==> config.mk <==
export PLATFORM = sky130hd
export DESIGN_NAME = pal_sync_gen
export DESIGN_NICKNAME = d
export VERILOG_FILES = /design/src/rtl/pal_sync_gen.sv
export SDC_FILE = /design/constraint.sdc
export NUM_CORES = 1
export LEC_CHECK = 0
export CELL_PAD_IN_SITES_DETAIL_PLACEMENT = 0
export CELL_PAD_IN_SITES_GLOBAL_PLACEMENT = 1
export CORE_MARGIN = 5
export CORE_UTILIZATION = 35
export DETAILED_ROUTE_END_ITERATION = 6
export DONT_BUFFER_PORTS = 1
export PLACE_DENSITY = 0.72
export SLEW_MARGIN = 25
export SYNTH_ARGS = -nofsm -noshare
export SYNTH_HDL_FRONTEND = slang
export SYNTH_SLANG_ARGS = --single-unit
==> constraint.sdc <==
create_clock -name clk -period 2.6 [get_ports clk]
set_input_delay 0.26 -clock clk [delete_from_list [all_inputs] [get_ports clk]]
set_output_delay 0.26 -clock clk [all_outputs]
set_load 0.05 [all_outputs]
==> src/rtl/pal_sync_gen.sv <==
// PAL composite-sync and 8-bar colour pattern generator.
// Half-line counters drive sync-type decode and a bar counter; all outputs are registered.
module pal_sync_gen #(
  parameter int HALF_LINE = 320,
  parameter int HSYNC_W   = 47,
  parameter int EQ_W      = 23,
  parameter int BROAD_W   = 273,
  parameter int ACT_X0    = 120,
  parameter int BAR_W     = 65,
  parameter int ACT_HL0   = 46,
  parameter int ACT_HL1   = 622,
  parameter int FIELD_HL  = 625
) (
  input  logic       clk,
  input  logic       rst,
  input  logic       mode,
  output logic [2:0] r,
  output logic [2:0] g,
  output logic [2:0] b,
  output logic       csync,
  output logic       field,
  output logic       frame_start
);
  localparam int HCW = $clog2(HALF_LINE);
  localparam int HLW = $clog2(FIELD_HL);
  localparam int BPW = $clog2(BAR_W);

  typedef enum logic [1:0] {SYNC_EQ, SYNC_BROAD, SYNC_LINE, SYNC_NONE} sync_t;

  logic [HCW-1:0] hc;
  logic [HLW-1:0] hl;
  logic           field_r;
  logic           mode_r;
  logic [BPW-1:0] bar_pos;
  logic [2:0]     bar_idx;

  logic  hc_last;
  logic  hl_last;
  logic  line_start;
  logic  next_field;
  sync_t sync_kind;
  logic  sync_low;
  logic  active;
  logic  fs_now;

  always_comb begin
    hc_last    = (hc == HCW'(HALF_LINE - 1));
    hl_last    = mode_r ? (hl == HLW'(FIELD_HL - 2)) : (hl == HLW'(FIELD_HL - 1));
    // A half-line begins a full line when its parity matches the field.
    line_start = (hl[0] == field_r);
    next_field = mode_r ? 1'b0 : ~field_r;

    sync_kind = SYNC_NONE;
    if (hl < HLW'(5))       sync_kind = SYNC_EQ;
    else if (hl < HLW'(10)) sync_kind = SYNC_BROAD;
    else if (hl < HLW'(15)) sync_kind = SYNC_EQ;
    else if (line_start)    sync_kind = SYNC_LINE;

    sync_low = 1'b0;
    case (sync_kind)
      SYNC_EQ:    sync_low = (hc < HCW'(EQ_W));
      SYNC_BROAD: sync_low = (hc < HCW'(BROAD_W));
      SYNC_LINE:  sync_low = (hc < HCW'(HSYNC_W));
      default:    sync_low = 1'b0;
    endcase

    // Second-half half-lines sit at x >= HALF_LINE, always past ACT_X0.
    active = (hl >= HLW'(ACT_HL0)) && (hl < HLW'(ACT_HL1)) &&
             (!line_start || (hc >= HCW'(ACT_X0)));
    fs_now = (hc == '0) && (hl == '0) && !field_r;
  end

  always_ff @(posedge clk) begin
    if (rst) begin
      hc      <= '0;
      hl      <= '0;
      field_r <= 1'b0;
      mode_r  <= mode;
      bar_pos <= '0;
      bar_idx <= '0;
    end else begin
      if (hc_last) begin
        hc <= '0;
        if (hl_last) begin
          hl      <= '0;
          field_r <= next_field;
          if (!next_field) mode_r <= mode;
        end else begin
          hl <= hl + 1'b1;
        end
      end else begin
        hc <= hc + 1'b1;
      end

      // Bar counter restarts just before the first active clk of every line.
      if (line_start && (hc == HCW'(ACT_X0 - 1))) begin
        bar_pos <= '0;
        bar_idx <= '0;
      end else if (bar_pos == BPW'(BAR_W - 1)) begin
        bar_pos <= '0;
        bar_idx <= bar_idx + 1'b1;
      end else begin
        bar_pos <= bar_pos + 1'b1;
      end
    end
  end

  always_ff @(posedge clk) begin
    if (rst) begin
      csync       <= 1'b1;
      r           <= '0;
      g           <= '0;
      b           <= '0;
      field       <= 1'b0;
      frame_start <= 1'b0;
    end else begin
      csync       <= ~sync_low;
      r           <= {3{active & ~bar_idx[1]}};
      g           <= {3{active & ~bar_idx[2]}};
      b           <= {3{active & ~bar_idx[0]}};
      field       <= field_r;
      frame_start <= fs_now;
    end
  end
endmodule

==> results of run 1 <==
worst min path at each step:
| stage | startpoint | endpoint | slack (ps) | cells past startpoint |
|---|---|---|---|---|
| 6_report | rst | hl[1] | 30 | 1 |
| 5_1_grt | rst | hl[1] | 20 | 1 |
| 4_1_cts | rst | hl[1] | 30 | 1 |
| 3_5_place_dp | rst | hl[1] | 340 | 1 |
| 3_3_place_gp | rst | hl[1] | 330 | 1 |
| 2_1_floorplan | mode | mode_r | 360 | 0 |
power groups by stage:
stage,Combinational (W),Clock [W],Sequential [W]
2_1_floorplan,0.0000356,0,0.000610
3_3_place_gp,0.0000376,0,0.000614
3_5_place_dp,0.0000373,0,0.000614
4_1_cts,0.0000374,0.000402,0.000601
5_1_grt,0.0000435,0.000427,0.000603
6_report,0.0000367,0.000387,0.000601
kinds of logic after synthesis:
logic type | share of synthesized area
xor gates and xnor gates | 0.0956
buffers and inverters | 0.0826
muxes | 0.0111
and+or+nand+nor | 0.266
AOI/OAI and AO/OA | 0.103
DFF | 0.390
adders and majority gates | 0.0520
worst max-delay path, cell delays in order, from the launching register on:
cell and delay (ps):
dfxtp_1 400, ha_1 250, nand3_1 210, or3_1 490, nor3_2 240, mux2_1 340
metrics by stage:
stage               instance area (um2)  cells
floorplan                          1920    225
global placement                   1930    282
detailed placement                 1930    282
CTS                                2020    290
global route                       2020    290
finish                             2020    290
flip-flops by register name, summed over array words and instances (netlist names):
name	flops
hl	10
hc	9
bar_pos	7
bar_idx	3
b	1
csync	1
field	1
field_r	1
frame_start	1
g	1
mode_r	1
r	1
synthesized netlist by cell type (all sizes together) (6+ instances only):
| cell | instances | area share |
|---|---|---|
| xnor2 | 14 | 0.064 |
| nor3 | 10 | 0.029 |
| o21ai | 6 | 0.016 |
| nand2 | 11 | 0.021 |
| nand3 | 10 | 0.026 |
| xor2 | 7 | 0.032 |
| inv | 11 | 0.021 |
| clkbuf | 8 | 0.016 |
| nand4 | 7 | 0.023 |
| nor2 | 35 | 0.068 |
| nor4 | 7 | 0.023 |
| dfxtp | 36 | 0.37 |
| ha | 8 | 0.052 |
| buf | 12 | 0.046 |
metal layers:
metal	track usage	vias up	part of all wire
li1	-	752	-
met1	0.156	658	0.49
met2	0.163	21	0.44
met3	0.0412	7	0.052
met4	0.0351	0	0.014
met5	0	-	0
final cells by class:
cell class,instances,share of cell area
clock buffers,6,0.0360
clock inverters,2,0.00496
inverters,11,0.0205
multi-input cells,157,0.503
flip-flops and latches,37,0.372
well taps,72,0.0447
repair buffers,5,0.0186
==> results.md, run 1 <==
- Status: finished, final reports clean
- Max_cap viols: 0
- Fillcell total: 558
- Routability Congestion: 0.776
- Crit path arrival time: 2210 ps
- H-tree depth: 2
- Hold Path Class: in2reg
- Ys flop type: dfxtp_1
- Clock transition at path regs: 70 ps
- CTS Root Cell: clkbuf_8
- GRT overflow: 0
- Syn Std Cell Area: 1920 um2
- Seq/Total Area, Yosys: 0.390
- Final Hold Fails: 0
- Routed WL per cell: 12.9 um
- #FFs+latches synth: 37
- Ys async rst share: 0
- Core area: 5440 um2
- Reg2reg start: hc[0]
- Power per cell area: 508 nW/um2
- Final Util: 0.371
- 1st-pass router iterations: 4
- Max-slew headroom: 0.649
- GR Util All Layers: 0.113
- Storage element area: 751 um2
- Initial antenna violation count: 0
- First-pass GRT wire length: 6.49 mm
- Pre-CTS setup slack: 562 ps
- CTS Hold Bufs: 0
- Vias in the first global route: 1348
- Die Area: 7080 um2
- Reg-to-reg endpoint: field_r
- Post-Syn Area per Cell: 8.55 um2
- Sequential power share: 0.587
- Fraction of layout cells with a size suffix above 1: 0.0734
- R2R depth: 5
- Multi-input gate area: 1010 um2
- Routed Wire Length: 3.75 mm
- Most common cell after layout, fill and taps aside: dfxtp_1
- Post-route ant nets: 0
- Setup TNS: 0 ps
- Sw frac: 0.235
- Tmin final: 2030 ps
- Final Slew Violations: 0
- Later-pin clock latency in the skew report: 290 ps
- Cts bufs inserted: 5
- Setup bufs post-CTS: 0
- Input/output buffers: 0
- DIE HEIGHT: 84.2 um
- Max Clk Rate: 0.492 GHz
- Power Internal: 0.000784 W
- Min Hold Slack: 28.4 ps
- CP endpoint kind: flip-flop
- TritonCTS clock tree: done
- Clock power share: 0.378
- Area grow syn2layout: 4.81%
- Number of vias per cell: 4.96
- Clock skew: 5.11 ps
- Die W: 84.2 um
- Final Setup Violations: 0
- Combinational share of power: 0.036
- Clk sink count: 37
- Pin count of the biggest net entering global routing: 18
- Crit path capture: field_r
- Initial Util: 0.354
- Starting DRC count in detailed routing: 118
- YS warnings: 0
- Netlist cell types: 45
- Total chip power: 0.00102 W
- Row count: 27
- Cts repair resizes: 0
- Final WS setup: 569 ps
- Commonest non-fill, non-tap cells in the layout: dfxtp_1 (36), nor2_1 (35), xnor2_1 (14), inv_1 (11), nand2_1 (11)
- Actual slew at the worst max-slew pin: 525 ps
- Leak pwr: 0.738 nW
- Crit share post-route: 0.781
- Critical path required time: 2780 ps
- Dpl hpwl: 2.73 mm
- Post-route DRC: 0
- Post-synth EDFFs: 1
- Mapped Cells: 225
- Final nets: 228
- Ant. Diodes: 0
- Startpoint Class: flip-flop
- VDD IR max: 324 uV
- Unrepaired setup endpoints after global routing: false
- Critical path type: reg2reg
- Critical Path Source: hc[0]
- Io pins: 15
- Via Count: 1438
- Flop-to-flop setup slack: 570 ps
- Sw Pwr: 0.000240 W
- Clock Path Buffers: 2
- Synthesized Nets: 236
- Crit path max fanout: 6
Power figures use the tool's default switching activity.
==> inputs of run 2 (changes only) <==
--- a/config.mk
+++ b/config.mk
@@ -11,7 +11,7 @@
 export CORE_UTILIZATION = 35
 export DETAILED_ROUTE_END_ITERATION = 6
 export DONT_BUFFER_PORTS = 1
-export PLACE_DENSITY = 0.72
+export PLACE_DENSITY = 0.74
 export SLEW_MARGIN = 25
 export SYNTH_ARGS = -nofsm -noshare
 export SYNTH_HDL_FRONTEND = slang
==> constraint.sdc (replaced) <==
create_clock -name clk -period 1.8 [get_ports clk]
set_input_delay 0.18 -clock clk [delete_from_list [all_inputs] [get_ports clk]]
set_output_delay 0.18 -clock clk [all_outputs]
set_load 0.05 [all_outputs]
==> results.md, run 2 (same netlist as run 1, synthesis figures left out) <==
- Pin count of the biggest net entering global routing: 14
- Hold Path End: frame_start
- Power per cell area: 768 nW/um2
- Actual slew at the worst max-slew pin: 568 ps
- Placed inst area: 2150 um2
- Met1 Routed Length: 1.96 mm
- Max_cap viols: 0
- Flop-to-flop setup slack: 70 ps
- Largest regs: hl: 10 flops, hc: 9 flops, bar_pos: 7 flops
- Hold path depth: 3
- Final Slew Violations: 0
- Area grow syn2layout: 22.8%
- Largest register by flop count: hl
- CTS Root Cell: clkbuf_8
- GR Util All Layers: 0.130
- Dpl hpwl: 3.10 mm
- Via Count: 1599
- Crit path arrival time: 1750 ps
- Post-route ant nets: 0
- Max-slew headroom: 0.620
- H-tree depth: 2
- Max FFs per register: 10
- Power Internal: 0.00144 W
- Status: finished, final reports clean
- 1st-pass router iterations: 4
- Commonest non-fill, non-tap cells in the layout: nor2_1 (34), dfxtp_1 (34), buf_4 (31), xnor2_1 (14)
- Final cell count without fillers: 319
- Clock Path Buffers: 2
- Met3 wire length: 165 um
- Ant. Diodes: 0
- Sequential power share: 0.475
- Top Metal Used: met4
- First-pass GRT wire length: 7.36 mm
- VDD IR max: 527 uV
- Final Hold Fails: 0
- Reg-to-reg endpoint: mode_r
- Critical path type: reg2reg
- Pre-CTS setup slack: -18.5 ps
- Clock transition at path regs: 70 ps
- CP endpoint kind: flip-flop
- Max Clk Rate: 0.578 GHz
- Hold Path Class: in2reg
- Worst Hold Launch: rst
- Clock power share: 0.481
- Routed WL per cell: 13.3 um
- Reg2reg start: hc[6]
- Core area: 5440 um2
- Clock skew: 7.78 ps
- Initial Util: 0.354
- GRT overflow: 0
- Sw frac: 0.209
- Combinational share of power: 0.043
- Startpoint Class: flip-flop
- Fraction of layout cells with a size suffix above 1: 0.219
- Input/output buffers: 0
- WL met2: 2.03 mm
- Cts bufs inserted: 5
- Routed Wire Length: 4.24 mm
- Io pins: 15
- Sw Pwr: 0.000380 W
- Number of vias per cell: 5.01
- Critical path required time: 1820 ps
- Final Setup Violations: 0
- Final WS setup: 70.4 ps
- Crit path max fanout: 4
- Clk sink count: 37
- R2R depth: 4
- Die W: 84.2 um
- Starting DRC count in detailed routing: 54
- Final nets: 257
- Placed cells: 307
- Unrepaired setup endpoints after global routing: false
- Tmin final: 1730 ps
- Die Area: 7080 um2
- Crit share post-route: 0.961
- Post-route DRC: 0
- Initial antenna violation count: 0
- Row count: 27
- TritonCTS clock tree: done
- Leak pwr: 0.948 nW
- Later-pin clock latency in the skew report: 300 ps
- Non-Filler Cell Area, Final: 2360 um2
- DIE HEIGHT: 84.2 um
- Vias in the first global route: 1606
- Routability Congestion: 0.766
- Min Hold Slack: 72.9 ps
run 2: changes by cell type in the layout (fill, tap and decap cells not counted), moves of 2 or more:
cell,before,now
buf_4,5,31
bufinv_16,0,2
clkinv_2,2,0
dfxtp_1,36,34
dfxtp_2,0,2
dlygate4sd3_1,0,2
nor4_1,7,5
run 2: routing by layer:
| layer | vias to the layer above | GRT usage |
|---|---|---|
| li1 | 812 | - |
| met1 | 759 | 0.154 |
| met2 | 20 | 0.213 |
| met3 | 8 | 0.0500 |
| met4 | 0 | 0.0468 |
| met5 | - | 0 |
run 2: cell type report:
class,count,area [um2]
repair buffers,34,273
flip-flops and latches,37,753
fillers,525,3080
inverters,11,41.3
multi-input cells,157,1070
clock inverters,3,68.8
well taps,72,90.1
clock buffers,5,68.8
run 2: metrics by stage:
stage / power (W) / utilization / setup TNS (ps)
after floorplan: 0.000932 / - / -85.0
after global placement: 0.000954 / 0.395 / 0
after detailed placement: 0.000955 / 0.395 / -41.5
after CTS: 0.00183 / 0.426 / 0
after global routing: 0.00189 / 0.435 / 0
final: 0.00182 / 0.435 / 0
run 2: how the worst max path moves through the flow:
stage,from,end
after floorplan,hc[7],field_r
after global placement,hc[6],hl[9]
after detailed placement,hc[6],hl[9]
after CTS,hc[6],hl[9]
after global routing,hc[0],hl[6]
final,hc[6],mode_r
run 2: worst max-delay path: stages (launching register included):
cell     delay (ps)
dfxtp_1         320
or3b_4          390
or3_4           430
nor3_4          160
a21o_1          150
run 2: power by group through the flow:
stage	Combinational (W)	Sequential (W)	Clock, W
floorplan	0.0000516	0.000881	0
global placement	0.0000712	0.000882	0
detailed placement	0.0000720	0.000883	0
CTS	0.0000797	0.000864	0.000891
global route	0.0000898	0.000866	0.000935
finish	0.0000785	0.000863	0.000874
run 2: timing repair:
action / in CTS / in global routing
hold endpoints to repair: 11 / 0
pin swaps: 0 / 4
gates resized for setup: 2 / 7
buffers inserted: 0 / 2
endpoints found under the setup margin: 11 / 5
hold buffers: 2 / 0
==> inputs of run 3 (changes only) <==
--- a/config.mk
+++ b/config.mk
@@ -5,6 +5,7 @@
 export SDC_FILE = /design/constraint.sdc
 export NUM_CORES = 1
 export LEC_CHECK = 0
+export CAP_MARGIN = 20
 export CELL_PAD_IN_SITES_DETAIL_PLACEMENT = 0
 export CELL_PAD_IN_SITES_GLOBAL_PLACEMENT = 1
 export CORE_MARGIN = 5
==> results of run 3 <==
Same layout as run 2: the final DEF is identical, and so are final timing and power.
